### src/rtl/en_share_arbiter.sv
// Round-robin arbiter sharing one enable-gated resource among N_REQ requesters,
// with a bounded hold time per grant and a one-cycle idle gap between owners.
// Optional concurrent assertions are compiled in with EN_SHARE_ARBITER_SVA_EN.
module en_share_arbiter #(
    parameter  int N_REQ    = 4,
    parameter  int MAX_HOLD = 8,
    localparam int ID_W     = $clog2(N_REQ)
) (
    input  logic             clk,
    input  logic             rst,
    input  logic [N_REQ-1:0] req,
    input  logic [N_REQ-1:0] done,
    output logic             en,
    output logic [N_REQ-1:0] gnt,
    output logic [ID_W-1:0]  gnt_id,
    output logic             busy,
    output logic             timeout
);

    localparam int CNT_W = $clog2(MAX_HOLD) + 1;
    localparam int IW1   = ID_W + 1;
    localparam logic [N_REQ-1:0] ONE = N_REQ'(1);

    typedef enum logic [1:0] {IDLE, GRANT, RELEASE} state_t;

    state_t            state;
    logic [ID_W-1:0]   ptr;
    logic [ID_W-1:0]   sel;
    logic [ID_W-1:0]   next_ptr;
    logic [CNT_W-1:0]  cnt;
    logic [IW1-1:0]    idx;
    logic              found;
    logic              owner_exit;
    logic              at_limit;

    // First requesting index at or above ptr, wrapping around N_REQ.
    always_comb begin
        found = 1'b0;
        sel   = '0;
        idx   = '0;
        for (int i = 0; i < N_REQ; i++) begin
            idx = {1'b0, ptr} + IW1'(i);
            if (idx >= IW1'(N_REQ)) begin
                idx = idx - IW1'(N_REQ);
            end
            if (!found && req[idx[ID_W-1:0]]) begin
                found = 1'b1;
                sel   = idx[ID_W-1:0];
            end
        end
    end

    assign owner_exit = done[gnt_id] | ~req[gnt_id];
    assign at_limit   = (cnt == CNT_W'(MAX_HOLD - 1));
    assign next_ptr   = (gnt_id == ID_W'(N_REQ - 1)) ? '0 : gnt_id + ID_W'(1);

    always_ff @(posedge clk) begin
        if (!rst) begin
            state   <= IDLE;
            en      <= 1'b0;
            gnt     <= '0;
            gnt_id  <= '0;
            busy    <= 1'b0;
            timeout <= 1'b0;
            ptr     <= '0;
            cnt     <= '0;
        end else begin
            timeout <= 1'b0;
            case (state)
                IDLE, RELEASE: begin
                    if (found) begin
                        state  <= GRANT;
                        gnt    <= ONE << sel;
                        gnt_id <= sel;
                        en     <= 1'b1;
                        busy   <= 1'b1;
                        cnt    <= '0;
                    end else begin
                        state  <= IDLE;
                        gnt    <= '0;
                        en     <= 1'b0;
                        busy   <= 1'b0;
                    end
                end
                GRANT: begin
                    // A voluntary release or abandon on the last allowed cycle is not a timeout.
                    if (owner_exit || at_limit) begin
                        state   <= RELEASE;
                        gnt     <= '0;
                        en      <= 1'b0;
                        busy    <= 1'b1;
                        cnt     <= '0;
                        ptr     <= next_ptr;
                        timeout <= ~owner_exit;
                    end else begin
                        cnt <= cnt + CNT_W'(1);
                    end
                end
                default: begin
                    state <= IDLE;
                    gnt   <= '0;
                    en    <= 1'b0;
                    busy  <= 1'b0;
                end
            endcase
        end
    end

`ifdef EN_SHARE_ARBITER_SVA_EN
    logic [N_REQ-1:0] req_q;

    // Request vector as seen at the grant edge, for checking the new owner.
    always_ff @(posedge clk) begin
        if (!rst) begin
            req_q <= '0;
        end else begin
            req_q <= req;
        end
    end

    a_gnt_onehot: assert property (@(posedge clk) disable iff (!rst) $onehot0(gnt))
        $info("a_gnt_onehot pass at %0t", $time);
    else $error("a_gnt_onehot failed at %0t", $time);

    a_en_matches_gnt: assert property (@(posedge clk) disable iff (!rst) en == (gnt != '0))
        $info("a_en_matches_gnt pass at %0t", $time);
    else $error("a_en_matches_gnt failed at %0t", $time);

    a_grant_requested: assert property (@(posedge clk) disable iff (!rst) $rose(en) |-> req_q[gnt_id])
        $info("a_grant_requested pass at %0t", $time);
    else $error("a_grant_requested failed at %0t", $time);

    a_max_hold: assert property (@(posedge clk) disable iff (!rst)
        $rose(en) |-> en [*1:MAX_HOLD] ##1 !en)
        $info("a_max_hold pass at %0t", $time);
    else $error("a_max_hold failed at %0t", $time);

    a_idle_gap: assert property (@(posedge clk) disable iff (!rst) $fell(en) |=> !en)
        $info("a_idle_gap pass at %0t", $time);
    else $error("a_idle_gap failed at %0t", $time);

    a_timeout_cnt: assert property (@(posedge clk) disable iff (!rst)
        timeout |-> $past(cnt) == CNT_W'(MAX_HOLD - 1))
        $info("a_timeout_cnt pass at %0t", $time);
    else $error("a_timeout_cnt failed at %0t", $time);
`else
`endif

endmodule

### config.mk
export PLATFORM = sky130hd
export DESIGN_NAME = en_share_arbiter
export DESIGN_NICKNAME = d
export VERILOG_FILES = /design/src/rtl/en_share_arbiter.sv
export SDC_FILE = /design/constraint.sdc
export NUM_CORES = 1
export LEC_CHECK = 0
export ABC_CLOCK_PERIOD_IN_PS = 1900
export CORE_AREA = 2 2 51 53
export CTS_BUF_LIST = sky130_fd_sc_hd__clkbuf_4 sky130_fd_sc_hd__clkbuf_8
export DETAILED_ROUTE_END_ITERATION = 16
export DIE_AREA = 0 0 53 55
export PLACE_DENSITY = 0.72
export SKIP_LAST_GASP = 1
export SLEW_MARGIN = 10
export SYNTH_ARGS = -nofsm -noshare
export SYNTH_HDL_FRONTEND = slang
export SYNTH_SLANG_ARGS = --single-unit
export TNS_END_PERCENT = 5
### constraint.sdc
create_clock -name clk -period 1.9 [get_ports clk]
set_clock_uncertainty 0.05 [all_clocks]
set_input_delay 0.38 -clock clk [delete_from_list [all_inputs] [get_ports clk]]
set_output_delay 0.38 -clock clk [all_outputs]
set_load 0.005 [all_outputs]
==> results.md <==
* # diodes at 0
* Worst path max stage delay at about 0.6 ns
* Vias per std cell at 5.38
* Post-Synth XOR/XNOR Area at 0.00990
* Area of the multi-input gates at 518 um2
* Mapped Avg Cell Area at 9.41 um2
* Layout cells sized above 1 at 0.205
* Finished Cell Area at 1240 um2
* DP HPWL at about 1600 um
* Layout Cells excl Fill at around 160
* Number of synthesized flops with an enable pin at 0
* GR Overflow Total at 0
* Fin. Hold Viols at 0
* Fill cells at between 200 and 250
* Most frequent cells in the layout: 17 x dfxtp_1, 17 x clkdlybuf4s50_1, 14 x buf_4
* Final #Nets at 140
* Die area at about 2900 um2
* Crit end category: register
* Initial antenna violation count at 0
* Largest family of logic cells by synthesized area: simple AND/OR/NAND/NOR gates
* Core area at around 2400 um2
* Worst rel slew slack at 0.789
* Sequential power share at 0.488
* Fin util at 0.523
* Die width at around 53 um
* Vias in the first global route at approximately 820
* Clk buf depth at 2
* Overall Power at around 0.85 mW
* Largest net degree at the start of global routing at 11
* Status: finished, final reports clean
* Syn-to-layout area delta at 39.7%
* # clock sinks at 17
* PortBufs at 18
* Tcrit/Tclk final at 0.975
* Synth Register Bits at 17
* Max Fclk at 540 MHz
* Crit Path Max Fanout at 7
* Register Area at about 340 um2
* Post-route DRC at 0
* YS warnings at 0
* Sw frac at 0.284
* Rows at 18
* Maximum VDD drop at 0.796 mV
* Number of max-cap violations at 0
* Clock network power share at 0.247
* CTS tree: yes
* Crit Path Class: input port to register
* Cells after DPL at ~150
* H-tree Lvls at 1
* Post-CTS Setup Repair Bufs at 0
* Gate Count Post-Synth at 94
* TritonRoute pass-1 iters at 4
* Clock Latency Late Sink at just under 0.3 ns
* Via Count at 845
* Synth Cell Area at between 800 and 900 um2
* Cts bufs inserted at 3
* Die Ht at approximately 55 um
* Startpoint Class: input port
* ANT nets after route at 0
* Fraction of registers with async set or reset after synthesis at 0
* HP Class: register to register
* Combinational power share at 0.265
* Starting Density at 0.374
* CTS Root Buffer Type: clkbuf_4
* Mux share of post-synthesis cell area at 0.0368
* Placer Congestion at between 0.7 and 0.8
* Lkg Pwr at approximately 0.50 nW
* Final WL at between 2000 and 2500 um
* Sequential area share after synthesis at 0.385
* Unique masters post-synth at 45
* Top Ports at 19
* First-pass GRT wire length at between 3000 and 4000 um
* Syn nets at between 100 and 150
* RSZ-0062 raised after global routing: yes
* WP data arrival at 2.04 ns
* Adder-cell share of the synthesized area at 0.0283
* DRT iter0 DRCs at 14
* Critical-path top delay cell: mux4_2
* Slew @ Worst Pin at 0.316 ns
* Tmin final at around 1.9 ns
* GRT Total Usage at 0.153
* Power density relative to cell area at about 690 nW/um2
* DP Area at ~1200 um2
* Post-synth top flop: dfxtp_1
* Clock-pin slew on the worst setup and hold paths at 0.10 ns
* Setup Viol. Count Final at 0
* Post-synthesis simple-gate area fraction at 0.276
* Max-slew violation count at 0
* Crit-path cells: clkdlybuf4s50_1 > nand2b_1 > mux4_2 > nor3_4 > a32o_1
* Switching Power at around 0.24 mW
* Critical path required time at ~2.1 ns
* Int Pwr at 0.608 mW
* Wire per inst at 13.2 um
* Post-synthesis compound-gate area fraction at 0.226
==> Yosys cell counts, types with 2 or more instances <==
cell | count | share of area
nor4_1 | 2 | 0.014
a21oi_1 | 5 | 0.028
nand2b_1 | 5 | 0.035
nand4b_1 | 2 | 0.020
and2_1 | 2 | 0.014
clkbuf_1 | 3 | 0.013
nand4_1 | 3 | 0.021
a32o_1 | 4 | 0.045
dfxtp_1 | 17 | 0.38
ha_1 | 2 | 0.028
a21boi_0 | 2 | 0.017
nor3_1 | 2 | 0.011
nand3_1 | 2 | 0.011
inv_1 | 3 | 0.013
nand2_1 | 5 | 0.021
nor2_1 | 6 | 0.025
==> per-stage QoR <==
step                      setup slack (ns)  hold WS, ns  setup TNS, ns
after floorplan                      0.266        0.401              0
after global placement              -0.235        0.387          -3.01
after detailed placement            -0.285        0.394          -3.50
after CTS                           0.0122        0.419              0
after global routing              -0.00899        0.441        -0.0231
final                               0.0468        0.418              0
==> area by class of cell <==
type,count,share of cell area
Sequential cell,17,0.275
Clock buffer,4,0.0243
Multi-Input combinational cell,70,0.419
Inverter,3,0.00911
Tap cell,30,0.0304
Timing Repair Buffer,33,0.242
==> sequential cells by signal (all words and copies together), names as in the netlist <==
register  flops
gnt           4
gnt_id        2
cnt           4
ptr           2
state         2
timeout       1
busy          1
en            1
==> logic make-up (layout without fill, tap and decap cells) <==
| group | after synthesis | count (layout) |
|---|---|---|
| adders and majority gates | 2 | 2 |
| and+or+nand+nor | 40 | 40 |
| xor gates and xnor gates | 1 | 1 |
| DFF | 17 | 17 |
| muxes | 2 | 2 |
| AOI/OAI and AO/OA | 25 | 25 |
| buffers and inverters | 7 | 40 |
==> critical path: cells and delay by family <==
kind	cells	cell delay (ns)
mux	1	0.59
buf+inv	1	0.50
simple gates	2	0.39
compound gates	1	0.18
==> layer usage <==
metal / track usage / part of all wire / wire (um) / up-vias
met5: 0 / 0 / 0 / -
met4: 0.103 / 0.035 / 73 / 0
met3: 0.0296 / 0.034 / 70 / 8
met2: 0.256 / 0.48 / 993 / 13
met1: 0.180 / 0.45 / 932 / 398
li1: - / - / - / 426
==> power by group through the flow <==
stage               Clock, mW  Combinational (mW)  Sequential, mW
finish                  0.209               0.225           0.414
global route            0.223               0.248           0.418
CTS                     0.207               0.222           0.414
detailed placement          0               0.221           0.421
global placement            0               0.216           0.421
floorplan                   0               0.113           0.413
==> final timing paths <==
check                           cells after the start  slack, ns  endpoint  startpoint
worst min register to register                      1       0.42        en          en
worst max-delay path                                5       0.05    gnt[2]      req[3]
worst min-delay path                                1       0.42        en          en
worst max register to register                      3       0.24    gnt[2]   gnt_id[1]
==> repair_timing <==
item / in CTS / in global routing
endpoints found under the setup margin: 0 / 9
hold buffers: 0 / 0
resized for setup: 0 / 3
No activity file was read; power rests on OpenSTA's default activity.
